## src/rtl/jtcop_objdma.sv

```systemverilog
// jtcop_objdma: copies LEN 16-bit object words from CPU-side RAM into the
// display-side buffer, one word per clock, optionally deferred to vertical blank.
module jtcop_objdma #(
   parameter int LEN     = 1024,
   parameter bit WAIT_VB = 1'b1
) (
   input  logic        rst,
   input  logic        clk,
   input  logic        obj_copy,
   input  logic        LVBL,
   output logic [9:0]  src_addr,
   input  logic [15:0] src_data,
   output logic [9:0]  dst_addr,
   output logic [15:0] dst_data,
   output logic        dst_we,
   output logic        busy,
   output logic        done
);

   // state | meaning
   // IDLE  | waiting for an obj_copy rising edge
   // PEND  | request accepted, waiting for LVBL low (blanking)
   // COPY  | issuing reads 0..LEN-1; from the second cycle on, writing the previous word
   // FLUSH | writing the final word LEN-1
   typedef enum logic [1:0] {IDLE, PEND, COPY, FLUSH} state_t;

   localparam int            AW    = (LEN > 1) ? $clog2(LEN) : 1;
   localparam logic [AW-1:0] LAST  = AW'(LEN - 1);
   localparam state_t        START = WAIT_VB ? PEND : COPY;

   state_t        state_q, state_d;
   logic [AW-1:0] cnt_q, cnt_d;
   logic          pend_q, pend_d;
   logic          done_q, done_d;
   logic          copy_q;
   logic [9:0]    hold_addr_q;
   logic [15:0]   hold_data_q;
   logic          copy_edge;
   logic          we;
   logic [AW-1:0] wr_addr;

   // copy_q resets to 0 so a request held high through reset still counts as an edge
   assign copy_edge = obj_copy & ~copy_q;

   always_ff @(posedge clk or posedge rst) begin
      if (rst) begin
         state_q     <= IDLE;
         cnt_q       <= '0;
         pend_q      <= 1'b0;
         done_q      <= 1'b0;
         copy_q      <= 1'b0;
         hold_addr_q <= '0;
         hold_data_q <= '0;
      end else begin
         state_q <= state_d;
         cnt_q   <= cnt_d;
         pend_q  <= pend_d;
         done_q  <= done_d;
         copy_q  <= obj_copy;
         if (we) begin
            hold_addr_q <= 10'(wr_addr);
            hold_data_q <= src_data;
         end
      end
   end

   always_comb begin
      state_d = state_q;
      cnt_d   = cnt_q;
      pend_d  = pend_q;
      done_d  = 1'b0;
      we      = 1'b0;
      wr_addr = cnt_q;
      case (state_q)
         IDLE: begin
            if (copy_edge) begin
               state_d = START;
               cnt_d   = '0;
            end
         end
         PEND: begin
            cnt_d = '0;
            if (!LVBL) state_d = COPY;
         end
         COPY: begin
            if (cnt_q != '0) begin
               we      = 1'b1;
               wr_addr = cnt_q - AW'(1);
            end
            if (copy_edge) pend_d = 1'b1;
            if (cnt_q == LAST) state_d = FLUSH;
            else cnt_d = cnt_q + AW'(1);
         end
         FLUSH: begin
            we     = 1'b1;
            done_d = 1'b1;
            // a request arriving during the final write is chained like any other
            if (pend_q || copy_edge) begin
               state_d = START;
               pend_d  = 1'b0;
               cnt_d   = '0;
            end else begin
               state_d = IDLE;
            end
         end
         default: state_d = IDLE;
      endcase
   end

   assign src_addr = 10'(cnt_q);
   assign dst_we   = we;
   assign dst_addr = we ? 10'(wr_addr) : hold_addr_q;
   assign dst_data = we ? src_data : hold_data_q;
   assign busy     = (state_q == COPY) || (state_q == FLUSH);
   assign done     = done_q;

endmodule
```

## config.mk

```make
export PLATFORM = sky130hd
export DESIGN_NAME = jtcop_objdma
export DESIGN_NICKNAME = d
export VERILOG_FILES = /design/src/rtl/jtcop_objdma.sv
export SDC_FILE = /design/constraint.sdc
export NUM_CORES = 1
export LEC_CHECK = 0
export CORE_AREA = 8 8 103 68
export DETAILED_ROUTE_END_ITERATION = 8
export DIE_AREA = 0 0 111 76
export PLACE_DENSITY_LB_ADDON = 0.1
export SLEW_MARGIN = 20
export SYNTH_ARGS = -nofsm -noshare
export SYNTH_HDL_FRONTEND = slang
export SYNTH_SLANG_ARGS = --single-unit
```

## constraint.sdc

```tcl
create_clock -name clk -period 2.2 [get_ports clk]
set_input_delay 0.44 -clock clk [delete_from_list [all_inputs] [get_ports clk]]
set_output_delay 0.44 -clock clk [all_outputs]
set_load 0.02 [all_outputs]
```

---- Word level (Yosys, flattened, before mapping) ----
Cells that the tools add are included.
Widths: inputs -> output; s select.
operators by class
  add/subtract/negate cells ............... 2
  equal/unequal tests ..................... 10
  mux-type cells .......................... 19
  bitwise operators ....................... 2
  reduce and logical (&&, ||, !) cells .... 8
operators with widths
  kind                   number
  $mux 10                6
  $pmux 10 s4            1
  $mux 16                1
  $ne 2x2->1 const B     6
  $add 10x1->10 const B  1
  $eq 10x10->1 const B   1
  $reduce_bool 10->1     1
  $sub 10x1->10 const B  1
  $reduce_and 3->1       3
  $pmux 2 s4             1
  $mux 2                 3
  $mux 1                 5
  $eq 2x2->1 const B     2
  $pmux 1 s2             2
  $eq 2x1->1 const B     1
  $logic_not 2->1        1
  $logic_or 1x1->1       2
  $reduce_bool 2->1      1
  $and 1x1->1            1
  $not 1->1              1
storage, ports and cells
  bits in registers ....................... 41
  output and inout bits ................... 39

---- Depth between registers and ports, before layout ----
Gate-level depths: netlist of run 1.
  depth in word-level cells ............... 5
  mapped depth ............................ 8
  gate-level depth less buffers ........... 7

---- Worst setup path before layout of run 1 ----
OpenSTA, ideal clock, no wires.
  path kind ............................... reg2out
  start point ............................. register cnt_q[0] (netlist: src_addr[0])
  end point ............................... output port dst_addr[3]
  arrival ................................. 2.248 ns
  data required time ...................... 1.760 ns
  path slack .............................. -0.488 ns
  cell stages (with the launch flop) ...... 9
  cells stage by stage .................... dfrtp_1 > inv_1 > ha_1 > nor4b_4 > a31oi_1 > nor2_2 > inv_2 > buf_6 > a211oi_1
between the ends
  cells in the longest elaborated chain, start to end .. 4
ends and longest elaborated chain
  item                      line  source
  start: declaration        32    logic [AW-1:0] cnt_q, cnt_d;
  start signal: assignment  56    cnt_q <= cnt_d;
  $reduce_bool 10->1        86    if (cnt_q != '0) begin
  $mux 1                    86
  $pmux 1 s2                74    case (state_q)
  named net dst_we          15    output logic dst_we,
  $mux 10                   n/a
  end: declaration          13    output logic [9:0] dst_addr,
The timed path passes the listed nets, and every way through them passes these cells.

---- Final worst setup path of run 1 ----
  start point ............................. register cnt_q[1] (netlist: src_addr[1])
  end point ............................... output port dst_data[7]
between the ends
  cells in the longest elaborated chain, start to end .. 4
ends and longest elaborated chain
  item                line  source
  $reduce_bool 10->1  86
  $mux 1              86
  $pmux 1 s2          74
  $mux 16             n/a
  end: declaration    14    output logic [15:0] dst_data,
Every way passes these cells.

==> results of run 1 <==
layer usage:
metal	track usage (%)	share of wire [%]
met1	22.7	47
met4	4.16	0.77
met2	26.1	46
met3	4.95	6.3
met5	0	0
synthesized netlist by cell type, drive strengths merged:
master  count
a32o        1
o211ai      2
a211oi      5
a31oi       6
nor3        9
a41oi       2
o31a        1
o21bai      1
a21bo       1
nor2        8
or3         1
nand4b      3
a311oi      1
nor4        4
clkbuf      8
a311o       1
o21ai      13
a221o       1
ha          7
o31ai       3
nand2b      1
or2         1
inv        12
or4         2
a21o        4
nand4       3
nor3b       2
mux2       17
buf         7
mux2i       6
nor4b       3
nor2b       4
a22oi       1
a21oi       4
o311a       1
a211o       1
dfrtp      41
and2        2
o21a        2
or4b        2
nand3       6
nand2      12
layout make-up:
| type | instances | area (sq um) |
|---|---|---|
| multi-input cells | 144 | 1400 |
| flip-flops and latches | 41 | 1030 |
| repair buffers | 123 | 1160 |
| well taps | 72 | 90.1 |
| clock buffers | 6 | 82.6 |
| inverters | 12 | 47.5 |
| clock inverters | 2 | 37.5 |
| fillers | 446 | 1790 |
sequential cells by signal, indices dropped and copies added, names as in the netlist:
signal and flops:
pend_q 1, done 1, copy_q 1, hold_data_q 16
src_addr 10, state_q 2, hold_addr_q 10
power breakdown:
| group | total, uW | internal (uW) | switching, uW |
|---|---|---|---|
| clock network | 659 | 369 | 290 |
| logic | 4180 | 2210 | 1970 |
| registers | 1120 | 1030 | 97.1 |
stage by stage:
| step | utilization [%] | setup TNS [ns] | instances |
|---|---|---|---|
| final | 68.2 | -10.42 | 400 |
| after floorplan | - | -2.41 | 212 |
| after detailed placement | 59.6 | -14.17 | 376 |
| after global routing | 68.2 | -13.82 | 400 |
| after CTS | 67.3 | -10.47 | 398 |
| after global placement | 59.6 | -13.13 | 376 |
cells by family (layout without fill, tap and decap cells):
| group | after synthesis | in the layout | synth area share (%) |
|---|---|---|---|
| muxes | 23 | 23 | 13.3 |
| AOI/OAI and AO/OA | 51 | 51 | 15.4 |
| DFF | 41 | 41 | 44.3 |
| and+or+nand+nor | 63 | 63 | 17.5 |
| buffers and inverters | 27 | 143 | 5.68 |
| adders and majority gates | 7 | 7 | 3.78 |
worst max path at each step:
stage	slack (ns)	end	cells past startpoint	start
after detailed placement	-0.65	dst_addr[3]	7	state_q[0]$_DFFE_PP0P_
after CTS	-0.52	dst_data[7]	10	src_addr[0]$_DFFE_PP0P_
final	-0.45	dst_data[7]	9	src_addr[1]$_DFFE_PP0P_
after floorplan	-0.13	dst_data[10]	8	src_addr[0]$_DFFE_PP0P_
after global routing	-0.58	dst_data[6]	9	src_addr[1]$_DFFE_PP0P_
after global placement	-0.60	dst_addr[3]	7	state_q[0]$_DFFE_PP0P_
timing repair:
action                     4_1_cts  5_1_grt
cloned                           1        0
resized for setup              194       13
hold endpoints to repair         0        0
buffers inserted                15        4
setup endpoints to repair       35       34
pin swaps                       12        5
==> results.json, run 1 <==
{
  "post_synth_instance_area_sq_um": 2310,
  "die-area_sq_um": 8440,
  "path_max_fanout": 8,
  "worstPathRequired_ns": 1.76,
  "postSynthAreaPerCell_sq_um": 10.9,
  "clock_sink_count": 41,
  "grt_setup_unrepaired": "yes",
  "hold_end": "hold_data_q[9]$_DFF_PP0_",
  "power.ir.vdd_worst_mv": 0.884,
  "post_route_cells_drive_above_1_share_pct": 50.3,
  "synth_warn": 0,
  "hold_path.class": "register to register",
  "synthDominantAreaCellType": "dfrtp_1",
  "start_kind": "register",
  "fin_hold_ws_ns": 0.507,
  "synthCells": 212,
  "place_area_sq_um": 3360,
  "regToRegSetupSlack_ns": 0.11,
  "violated_checks": "setup timing",
  "worst_setup_hold_path_clk_slew_ns": 0.09,
  "route.detailed.drc": 0,
  "worstReg2RegEnd": "src_addr[3]$_DFFE_PP0P_",
  "grt_max_degree": 42,
  "static-leakage-power_uw": 0.00171,
  "worst_hold_startpoint": "hold_data_q[9]$_DFF_PP0_",
  "final_period_minus_worst_setup_slack_ns": 2.65,
  "setup_viol_count_final": 27,
  "cts.htree.levels": 2,
  "ctsLongestPathBuffers": 2,
  "post-dp-hpwl_mm": 4.76,
  "pin_count": 59,
  "worst_hold_path.num_cells": 1,
  "tightest_slew_ns": 0.556,
  "grt-ovfl-total": 0,
  "critical_path.endpoint_type": "output port",
  "max_freq_mhz": 377,
  "fp.coreArea_sq_um": 5640,
  "mappedNetlistNets": 239,
  "antenna_found_initial": 0,
  "ys_seq_elements": 41,
  "critPathKind": "register to output port",
  "worstReg2RegStart": "state_q[1]$_DFFE_PP0P_",
  "total_wire_length_after_detailed_routing_mm": 7.17,
  "worst_path_largest_cell_delay_ns": 0.41,
  "routed_length_per_placed_instance_um": 17.9,
  "synth_area_leaders": "dfrtp_1 (44%), mux2_4 (9.7%), ha_1 (3.8%)",
  "worst_path_most_repeated_cell": "inv_2",
  "chipWidth_um": 111,
  "status": "finished with violations",
  "powerDensity_nw_per_um2": 1550,
  "drv_cap": 0,
  "post_route_cell_area_sq_um": 3850,
  "slew_headroom_pct": 62.6,
  "placement_rows": 22,
  "num_vias": 2152,
  "finish.net_count": 354,
  "gp_routability_congestion": 0.827,
  "grt_first_pass_wirelength_mm": 11.8,
  "number_of_vias_per_cell": 5.38,
  "drt_iter0_markers": 99,
  "dieHeight_um": 76,
  "yosysUniqueCellTypes": 54,
  "layout.cells.most_common_list": "buf_4 (55), dfrtp_1 (39), clkdlybuf4s50_1 (30)",
  "insertedDiodeCount": 0,
  "worst_setup_timing_slack_at_the_placement_stage_ns": -0.654,
  "tritoncts": "yes",
  "route.antenna.remaining_nets": 0,
  "grt_usage_pct": 17.0,
  "vias_in_the_first_global_route": 2218,
  "critPathArrivalTime_ns": 2.21,
  "finClkSkew_ns": 0.00410,
  "clk-insertion-delay-late_ns": 0.30,
  "worstPathBufferInverterCount": 4,
  "worstPathCellList": "inv_2 > ha_4 > nor4b_4 > a31oi_2 > nor2_2 > inv_2 > buf_12 > mux2_4 > buf_6",
  "design_power_total_uw": 5960,
  "yosysSeqAreaShare_pct": 44.3,
  "total_cts_buffers": 5,
  "initial_core_util_pct": 41.0,
  "area_growth_pct": 66.4,
  "library_cell_contributing_the_largest_single_delay_on_the_critical_path": "dfrtp_2",
  "drtPass1Iterations": 4,
  "top_cell_type_s_share_of_synthesized_area_pct": 44.3,
  "cp_top_family": "buffers and inverters",
  "timing.final.max_slew_violations": 0,
  "clockRootBuffer": "clkbuf_8",
  "finalCritPeriodShare_pct": 121,
  "ctsHoldBuffers": 0,
  "final_common_cell": "buf_4",
  "timing.final.ws_setup_ns": -0.452,
  "port_buffers": 58,
  "hold_viol_final": 0,
  "r2r_cells": 7
}
Note: power is estimated with default switching activity, not from simulation.
==> inputs of run 2 (changes only) <==
- CORE_AREA: 8 8 103 68 -> 8 8 76 91
- DIE_AREA: 0 0 111 76 -> 0 0 84 99
==> results.json, run 2 (same netlist as run 1, synthesis figures left out) <==
{
  "status": "finished with violations",
  "violated_checks": "setup timing",
  "grt_setup_unrepaired": "yes",
  "die-area_sq_um": 8320,
  "final_common_cell": "buf_4",
  "vias_in_the_first_global_route": 2222,
  "ctsLongestPathBuffers": 2,
  "worst_setup_timing_slack_at_the_placement_stage_ns": -0.612,
  "tritoncts": "yes",
  "hold_path.class": "input port to asynchronous set/reset pin",
  "number_of_vias_per_cell": 5.43,
  "antenna_found_initial": 0,
  "finish.net_count": 351,
  "tns_ns": -9.61,
  "worstPathBufferInverterCount": 4,
  "max_freq_mhz": 381,
  "worst_setup_hold_path_clk_slew_ns": 0.08,
  "clk-insertion-delay-late_ns": 0.30,
  "finalCritPeriodShare_pct": 119,
  "route.antenna.remaining_nets": 0,
  "dieHeight_um": 99,
  "design_power_total_uw": 5750,
  "drt_iter0_markers": 90,
  "seqCellArea_sq_um": 1030,
  "post_route_cells_drive_above_1_share_pct": 49.2,
  "final_period_minus_worst_setup_slack_ns": 2.62,
  "drv_cap": 0,
  "initial_core_util_pct": 42.0,
  "grt_usage_pct": 16.5,
  "layout.cells.most_common_list": "buf_4 (56), dfrtp_1 (38), clkdlybuf4s50_1 (30)",
  "tightest_slew_ns": 0.640,
  "ctsHoldBuffers": 0,
  "pin_count": 59,
  "setup_viol_count_final": 27,
  "regToRegSetupSlack_ns": 0.08,
  "r2r_cells": 7,
  "cts.htree.levels": 2,
  "multi_input_area_sq_um": 1380,
  "static-leakage-power_uw": 0.00168,
  "grt_first_pass_wirelength_mm": 11.2,
  "worst_setup_path_startpoint": "src_addr[0]$_DFFE_PP0P_",
  "worst_path_most_repeated_cell": "inv_2",
  "gp_routability_congestion": 0.853,
  "post-dp-hpwl_mm": 4.69,
  "routed_length_per_placed_instance_um": 17.2,
  "finClkSkew_ns": 0.00784,
  "start_kind": "register",
  "cp_top_family": "buffers and inverters",
  "total_cts_buffers": 5,
  "regMostFlops": "hold_data_q",
  "layout.core_utilization_pct": 68.4,
  "route.detailed.drc": 0,
  "slew_headroom_pct": 57.0,
  "port_buffers": 58,
  "path_max_fanout": 7,
  "worstReg2RegEnd": "src_addr[3]$_DFFE_PP0P_",
  "clock_sink_count": 41,
  "fp.coreArea_sq_um": 5520,
  "endpoint": "dst_data[5]",
  "grt_max_degree": 37,
  "grt-ovfl-total": 0,
  "insertedDiodeCount": 0,
  "cp.depth": 9,
  "num_vias": 2114,
  "power.ir.vdd_worst_mv": 0.603,
  "area_growth_pct": 63.1,
  "total_wire_length_after_detailed_routing_mm": 6.70,
  "chipWidth_um": 84,
  "drtPass1Iterations": 4,
  "timing.final.ws_setup_ns": -0.424,
  "worstPathRequired_ns": 1.76,
  "placement_rows": 30,
  "worstReg2RegStart": "state_q[1]$_DFFE_PP0P_",
  "largest_register_ff_count": 16,
  "powerDensity_nw_per_um2": 1520,
  "clockRootBuffer": "clkbuf_8",
  "worst_path_largest_cell_delay_ns": 0.43,
  "library_cell_contributing_the_largest_single_delay_on_the_critical_path": "dfrtp_2",
  "fill_cells": 438,
  "timing.final.max_slew_violations": 0,
  "critPathKind": "register to output port",
  "hold_viol_final": 0,
  "critPathArrivalTime_ns": 2.18,
  "worstPathCellList": "inv_2 > ha_4 > nor4b_4 > a31oi_2 > nor2_2 > inv_2 > buf_12 > mux2_4 > buf_6",
  "critical_path.endpoint_type": "output port"
}
run 2: metal layers:
layer	part of all wire [%]	GRT usage (%)	wire, um
met4	1.3	5.46	87
met1	42	18.9	2830
met3	4.7	4.37	313
met5	0	0	0
met2	52	28.7	3470
run 2: final cells by class:
cell class / instances / area share [%]
Inverter: 12 / 1.19
Sequential cell: 41 / 27.3
Multi-Input combinational cell: 144 / 36.5
Clock buffer: 6 / 2.19
Tap cell: 64 / 2.12
Clock inverter: 2 / 0.994
Timing Repair Buffer: 120 / 29.7
run 2: how the worst min path moves through the flow:
stage / startpoint / end / cells after the start
after floorplan: obj_copy / copy_q$_DFF_PP0_ / 0
after global placement: hold_data_q[3]$_DFF_PP0_ / hold_data_q[3]$_DFF_PP0_ / 1
after detailed placement: hold_data_q[6]$_DFF_PP0_ / hold_data_q[6]$_DFF_PP0_ / 1
after CTS: rst / done$_DFF_PP0_ / 2
after global routing: rst / state_q[1]$_DFFE_PP0P_ / 2
final: rst / done$_DFF_PP0_ / 2
run 2: power breakdown:
group	leakage (uW)	total [uW]	switching (uW)	internal, uW
sequential	0.000510	1130	98.6	1030
clock	0.0000574	640	272	369
combinational	0.00111	3990	1890	2100
total	0.00168	5750	2260	3490
run 2: what timing repair did:
item,in CTS,in global routing
buffers inserted,10,4
endpoints found under the setup margin,35,34
gates cloned,1,0
pin swaps,9,6
resized for setup,173,19
run 2: stage by stage:
| stage | hold slack, ns | instances | cell area, sq um |
|---|---|---|---|
| global route | 0.415 | 389 | 3770 |
| floorplan | 0.471 | 212 | 2400 |
| CTS | 0.372 | 386 | 3690 |
| global placement | 0.475 | 368 | 3350 |
| detailed placement | 0.479 | 368 | 3350 |
| finish | 0.385 | 389 | 3770 |
